`src/rtl/sync_fifo_prog.sv`:
```
// Single-clock FIFO with programmable almost-full/almost-empty thresholds and live occupancy count.
// Latency: write visible to status the cycle after the write edge; read data 1 cycle after accepting edge.
// Backpressure: writes dropped while full, reads dropped while empty; SYNC_FIFO_ERR_FLAGS_EN adds sticky flags.
module sync_fifo_prog #(
  parameter int DATA_WIDTH = 8,
  parameter int DEPTH      = 16,
  parameter int AF_THRESH  = DEPTH - 2,
  parameter int AE_THRESH  = 2
) (
  input  logic                    i_Clk,
  input  logic                    i_Reset,
  input  logic                    i_Wr_En,
  input  logic [DATA_WIDTH-1:0]   i_Wr_Data,
  input  logic                    i_Rd_En,
  output logic [DATA_WIDTH-1:0]   o_Rd_Data,
  output logic                    o_Data_Valid,
  output logic                    o_Full,
  output logic                    o_Empty,
  output logic                    o_Almost_Full,
  output logic                    o_Almost_Empty,
  output logic [$clog2(DEPTH):0]  o_Count
`ifdef SYNC_FIFO_ERR_FLAGS_EN
  ,
  output logic                    o_Overflow,
  output logic                    o_Underflow
`endif
);

  localparam int AW = $clog2(DEPTH);
  localparam int CW = AW + 1;

  localparam logic [CW-1:0] C_DEPTH = CW'(DEPTH);
  localparam logic [CW-1:0] C_AF    = CW'(AF_THRESH);
  localparam logic [CW-1:0] C_AE    = CW'(AE_THRESH);

  // Storage is deliberately never reset; only pointers and count are.
  logic [DATA_WIDTH-1:0] r_mem [DEPTH];

  logic [AW-1:0]         r_wr_ptr;
  logic [AW-1:0]         r_rd_ptr;
  logic [CW-1:0]         r_count;
  logic [DATA_WIDTH-1:0] r_rd_data;
  logic                  r_data_valid;
  logic                  r_full;
  logic                  r_empty;
  logic                  r_almost_full;
  logic                  r_almost_empty;

  logic                  w_wr_acc;
  logic                  w_rd_acc;
  logic [CW-1:0]         w_count_nxt;

  // Gating uses the registered flags, so enables may be held high blindly.
  assign w_wr_acc = i_Wr_En && !r_full;
  assign w_rd_acc = i_Rd_En && !r_empty;

  assign w_count_nxt = (w_wr_acc && !w_rd_acc) ? r_count + CW'(1) :
                       (!w_wr_acc && w_rd_acc) ? r_count - CW'(1) :
                                                 r_count;

  // Memory write port; suppressed during reset so a reset cycle leaves no trace.
  always_ff @(posedge i_Clk) begin
    if (w_wr_acc && !i_Reset) begin
      r_mem[r_wr_ptr] <= i_Wr_Data;
    end
  end

  // Pointers, read data register and status flags derived from the next-state count.
  always_ff @(posedge i_Clk) begin
    if (i_Reset) begin
      r_wr_ptr       <= '0;
      r_rd_ptr       <= '0;
      r_count        <= '0;
      r_rd_data      <= '0;
      r_data_valid   <= 1'b0;
      r_full         <= 1'b0;
      r_empty        <= 1'b1;
      r_almost_full  <= 1'b0;
      r_almost_empty <= 1'b1;
    end else begin
      if (w_wr_acc) begin
        r_wr_ptr <= r_wr_ptr + AW'(1);
      end
      if (w_rd_acc) begin
        r_rd_data <= r_mem[r_rd_ptr];
        r_rd_ptr  <= r_rd_ptr + AW'(1);
      end
      r_data_valid   <= w_rd_acc;
      r_count        <= w_count_nxt;
      r_full         <= (w_count_nxt == C_DEPTH);
      r_empty        <= (w_count_nxt == '0);
      r_almost_full  <= (w_count_nxt >= C_AF);
      r_almost_empty <= (w_count_nxt <= C_AE);
    end
  end

  assign o_Rd_Data      = r_rd_data;
  assign o_Data_Valid   = r_data_valid;
  assign o_Full         = r_full;
  assign o_Empty        = r_empty;
  assign o_Almost_Full  = r_almost_full;
  assign o_Almost_Empty = r_almost_empty;
  assign o_Count        = r_count;

`ifdef SYNC_FIFO_ERR_FLAGS_EN
  logic r_overflow;
  logic r_underflow;

  // Sticky error flags: set on any request made against the full/empty state, cleared only by reset.
  always_ff @(posedge i_Clk) begin
    if (i_Reset) begin
      r_overflow  <= 1'b0;
      r_underflow <= 1'b0;
    end else begin
      if (i_Wr_En && r_full) begin
        r_overflow <= 1'b1;
      end
      if (i_Rd_En && r_empty) begin
        r_underflow <= 1'b1;
      end
    end
  end

  assign o_Overflow  = r_overflow;
  assign o_Underflow = r_underflow;
`endif

endmodule

```
`config.mk`:
```
export PLATFORM = sky130hd
export DESIGN_NAME = sync_fifo_prog
export DESIGN_NICKNAME = d
export VERILOG_FILES = /design/src/rtl/sync_fifo_prog.sv
export SDC_FILE = /design/constraint.sdc
export NUM_CORES = 1
export LEC_CHECK = 0
export CORE_MARGIN = 4
export CORE_UTILIZATION = 55
export DETAILED_ROUTE_END_ITERATION = 8
export PLACE_DENSITY = 0.74
export SLEW_MARGIN = 15
export SYNTH_ARGS = -nofsm -noshare
export SYNTH_HDL_FRONTEND = slang
export SYNTH_SLANG_ARGS = --single-unit
```
`constraint.sdc`:
```
create_clock -name i_Clk -period 1.9 [get_ports i_Clk]
set_input_delay 0.19 -clock i_Clk [delete_from_list [all_inputs] [get_ports i_Clk]]
set_output_delay 0.19 -clock i_Clk [all_outputs]
set_load 0.02 [all_outputs]
```
==> out/qor.txt <==
HP Class -> primary input to flip-flop
Crit path depth -> 5
Rel. slew slack -> 0.428
Total Routed Length -> 12400 µm
leading area contributor after synthesis -> edfxtp_1
WP buf/inv -> 0
share of cells above drive strength 1 -> 0.229
Reg power frac -> 0.471
Port-buffer cells -> 29
top cells by instance count after synthesis -> edfxtp_1 (128), nor2_1 (41), dfxtp_1 (26)
Internal Dissipation -> 6130 µW
placed cells -> 541
Max IR drop VDD -> 0.000806 V
Die Wd -> 113 µm
CP Launch Type -> flip-flop
number of clock buffers inserted by TritonCTS -> 17
GRT Total Usage -> 0.206
number of antenna violations at the first check in global routing -> 0
drt drc -> 0
Post-DRT Antenna Nets -> 0
vias in the first global route -> 3387
Fill cells -> 692
CP arrival -> 2.32 ns
crit-path most repeated cell -> a21oi_1
register area share after synthesis -> 0.715
Pins Over Slew Limit -> 0
cell chain of the critical path -> nor2b_1 -> a22oi_1 -> a21oi_1 -> a21oi_1 -> nor2_1
outcome -> completed
max cap viols -> 0
setup TNS -> 0 ns
post-synth cell types -> 38
via count -> 3377
Ports -> 30
setup bufs post-CTS -> 0
leakage power -> 0.00250 µW
hold path depth -> 3
CTS max path bufs -> 2
CP endpoint kind -> flip-flop
Comb power frac -> 0.157
largest net degree at the start of global routing -> 36
Top FF cell, synth -> edfxtp_1
Congestion Overflow GR -> 0
slowest stage delay, CP -> 0.72 ns
drt via density -> 5.89
drt pass-1 iters -> 5
routed len/inst -> 21.6 µm
FF-to-FF path depth -> 5
clk slew on worst S/H paths -> 0.06 ns
die area -> 0.0128 mm²
Core ar. -> 0.0108 mm²
htree depth -> 4
Detail Placement HPWL -> 7920 µm
WL met1 -> 5190 µm
Mean Syn Cell Area -> 17.6 µm²
EDFF count, synth -> 128
post-synth top area share -> 0.630
CTS tree -> yes
top cells by area in the synthesized netlist -> edfxtp_1 (63%), dfxtp_1 (8.5%), mux4_2 (7.8%), mux4_1 (4.7%), nor2_1 (2.5%)
synthesized area -> 0.00610 mm²
Mapped Nets -> 366
Critical Path RT -> 2.37 ns
Ys Warns -> 0
first-pass GRT wire length -> 19300 µm
Setup Viol. Count Final -> 0
n_diodes -> 0
Initial Utilization -> 0.563
worst skew pair latency -> 0.53 ns
# nets final -> 439
Die H -> 113 µm
critical-path maximum fanout -> 8
final std cells w/o fill -> 573
post-synthesis register bit count -> 154
gpl congestion -> 0.860
asr flop ratio synth -> 0
final hold violations -> 0
Least-Margin Pin Slew -> 0.857 ns
Pwr Density -> 1110 mW/mm²
Worst Skew -> 0.00934 ns
Clock power frac -> 0.372
CTS sink count -> 154
Rows -> 38
most common cell in the netlist -> edfxtp_1
top sig layer -> met4
initial drt markers -> 291
Switch Pwr -> 2030 µW
Critical-path top delay cell -> nor2b_1
fin crit period -> 1.85 ns
Sw Share -> 0.249
met3 wire length -> 815 µm
cell family with most CP delay -> simple AND/OR/NAND/NOR gates
area grow syn2layout -> 20.5%
Fmax -> 0.540 GHz
crit path kind -> flip-flop to flip-flop
crit share post-route -> 0.974
DR WL met2 -> 6080 µm
Cells after Synth -> 347
Clock Tree Root -> clkbuf_8
-- worst min-delay path, stage by stage --
cell and delay [ns]:
clkdlybuf4s50_1 0.46, buf_4 0.17, nor2_1 0.08
-- state kept, by name, summed over array words and instances, names as in the netlist --
register / count
r_rd_ptr: 4
o_Full: 1
r_mem: 128
o_Almost_Full: 1
o_Empty: 1
o_Data_Valid: 1
o_Count: 5
o_Rd_Data: 8
o_Almost_Empty: 1
r_wr_ptr: 4
-- layout by cell type (no fill, tap or decap), types with 3 or more instances in the layout --
cell / netlist / final
edfxtp_1: 128 / 128
nor2_1: 41 / 41
buf_4: 5 / 38
clkdlybuf4s50_1: 0 / 29
dfxtp_1: 26 / 25
mux4_2: 21 / 21
a21oi_1: 19 / 19
clkbuf_16: 0 / 16
a22oi_1: 18 / 14
nand2_1: 11 / 11
mux4_1: 11 / 11
ha_1: 7 / 7
inv_1: 6 / 6
nor2b_1: 5 / 5
xor2_1: 5 / 5
xnor2_1: 4 / 4
a22oi_2: 0 / 4
inv_6: 0 / 4
or3_1: 3 / 3
nand3_1: 3 / 3
clkinvlp_4: 0 / 3
clkinv_2: 0 / 3
-- routing by layer --
layer	GRT usage	vias up
met5	0	-
met4	0.0970	0
met3	0.0422	18
met2	0.314	149
met1	0.289	1690
li1	-	1520
-- kinds of logic (layout without fill, tap and decap cells) --
kind of cell    count (synthesis)  in the layout  share of synthesized area
xor+xnor                        9              9                     0.0129
fa+ha+maj                       7              7                     0.0144
compound gates                 46             46                     0.0492
buf+inv                        24            110                     0.0262
flops                         154            154                      0.715
mux                            33             33                      0.127
simple gates                   74             74                     0.0556
-- worst paths after layout --
path	startpoint	endpoint	slack [ns]
worst min register to register	o_Rd_Data[4]$_SDFFE_PP0P_	o_Rd_Data[4]$_SDFFE_PP0P_	0.50
worst max register to register	r_rd_ptr[2]$_SDFFE_PP0P_	o_Rd_Data[4]$_SDFFE_PP0P_	0.05
worst max-delay path	r_rd_ptr[2]$_SDFFE_PP0P_	o_Rd_Data[4]$_SDFFE_PP0P_	0.05
worst min-delay path	i_Reset	r_wr_ptr[2]$_SDFFE_PP0N_	0.41
-- what timing repair did --
action | CTS | global route
endpoints found under the setup margin | 0 | 5
hold buffers | 0 | 0
resized for setup | 0 | 9
hold endpoints to repair | 0 | 0
-- power by group through the flow --
stage | Combinational [µW] | Sequential [µW] | Clock [µW]
after detailed placement | 1240 | 3910 | 0
after global placement | 1220 | 3900 | 0
after global routing | 1380 | 3850 | 3260
final | 1280 | 3840 | 3040
after CTS | 1260 | 3840 | 3100
after floorplan | 695 | 3990 | 0
-- through the flow --
| step | cell area (µm²) | setup slack, ns | power, µW | hold WS, ns | util |
|---|---|---|---|---|---|
| 6_report | 7350 | 0.0495 | 8160 | 0.411 | 0.678 |
| 5_1_grt | 7350 | -0.0463 | 8500 | 0.410 | 0.678 |
| 4_1_cts | 7320 | 0.0338 | 8200 | 0.377 | 0.675 |
| 3_5_place_dp | 6780 | -0.0390 | 5150 | 0.484 | 0.625 |
| 3_3_place_gp | 6780 | -0.0253 | 5120 | 0.468 | 0.625 |
| 2_1_floorplan | 6100 | 0.00139 | 4690 | 0.289 | - |
-- layout make-up --
class | count | area (µm²) | share of cell area
repair buffers | 72 | 653 | 0.0888
flip-flops and latches | 154 | 4370 | 0.594
multi-input cells | 169 | 1600 | 0.217
well taps | 140 | 175 | 0.0238
clock inverters | 14 | 119 | 0.0162
clock buffers | 18 | 418 | 0.0568
inverters | 6 | 22.5 | 0.00306
Power figures use the tool's default switching activity.
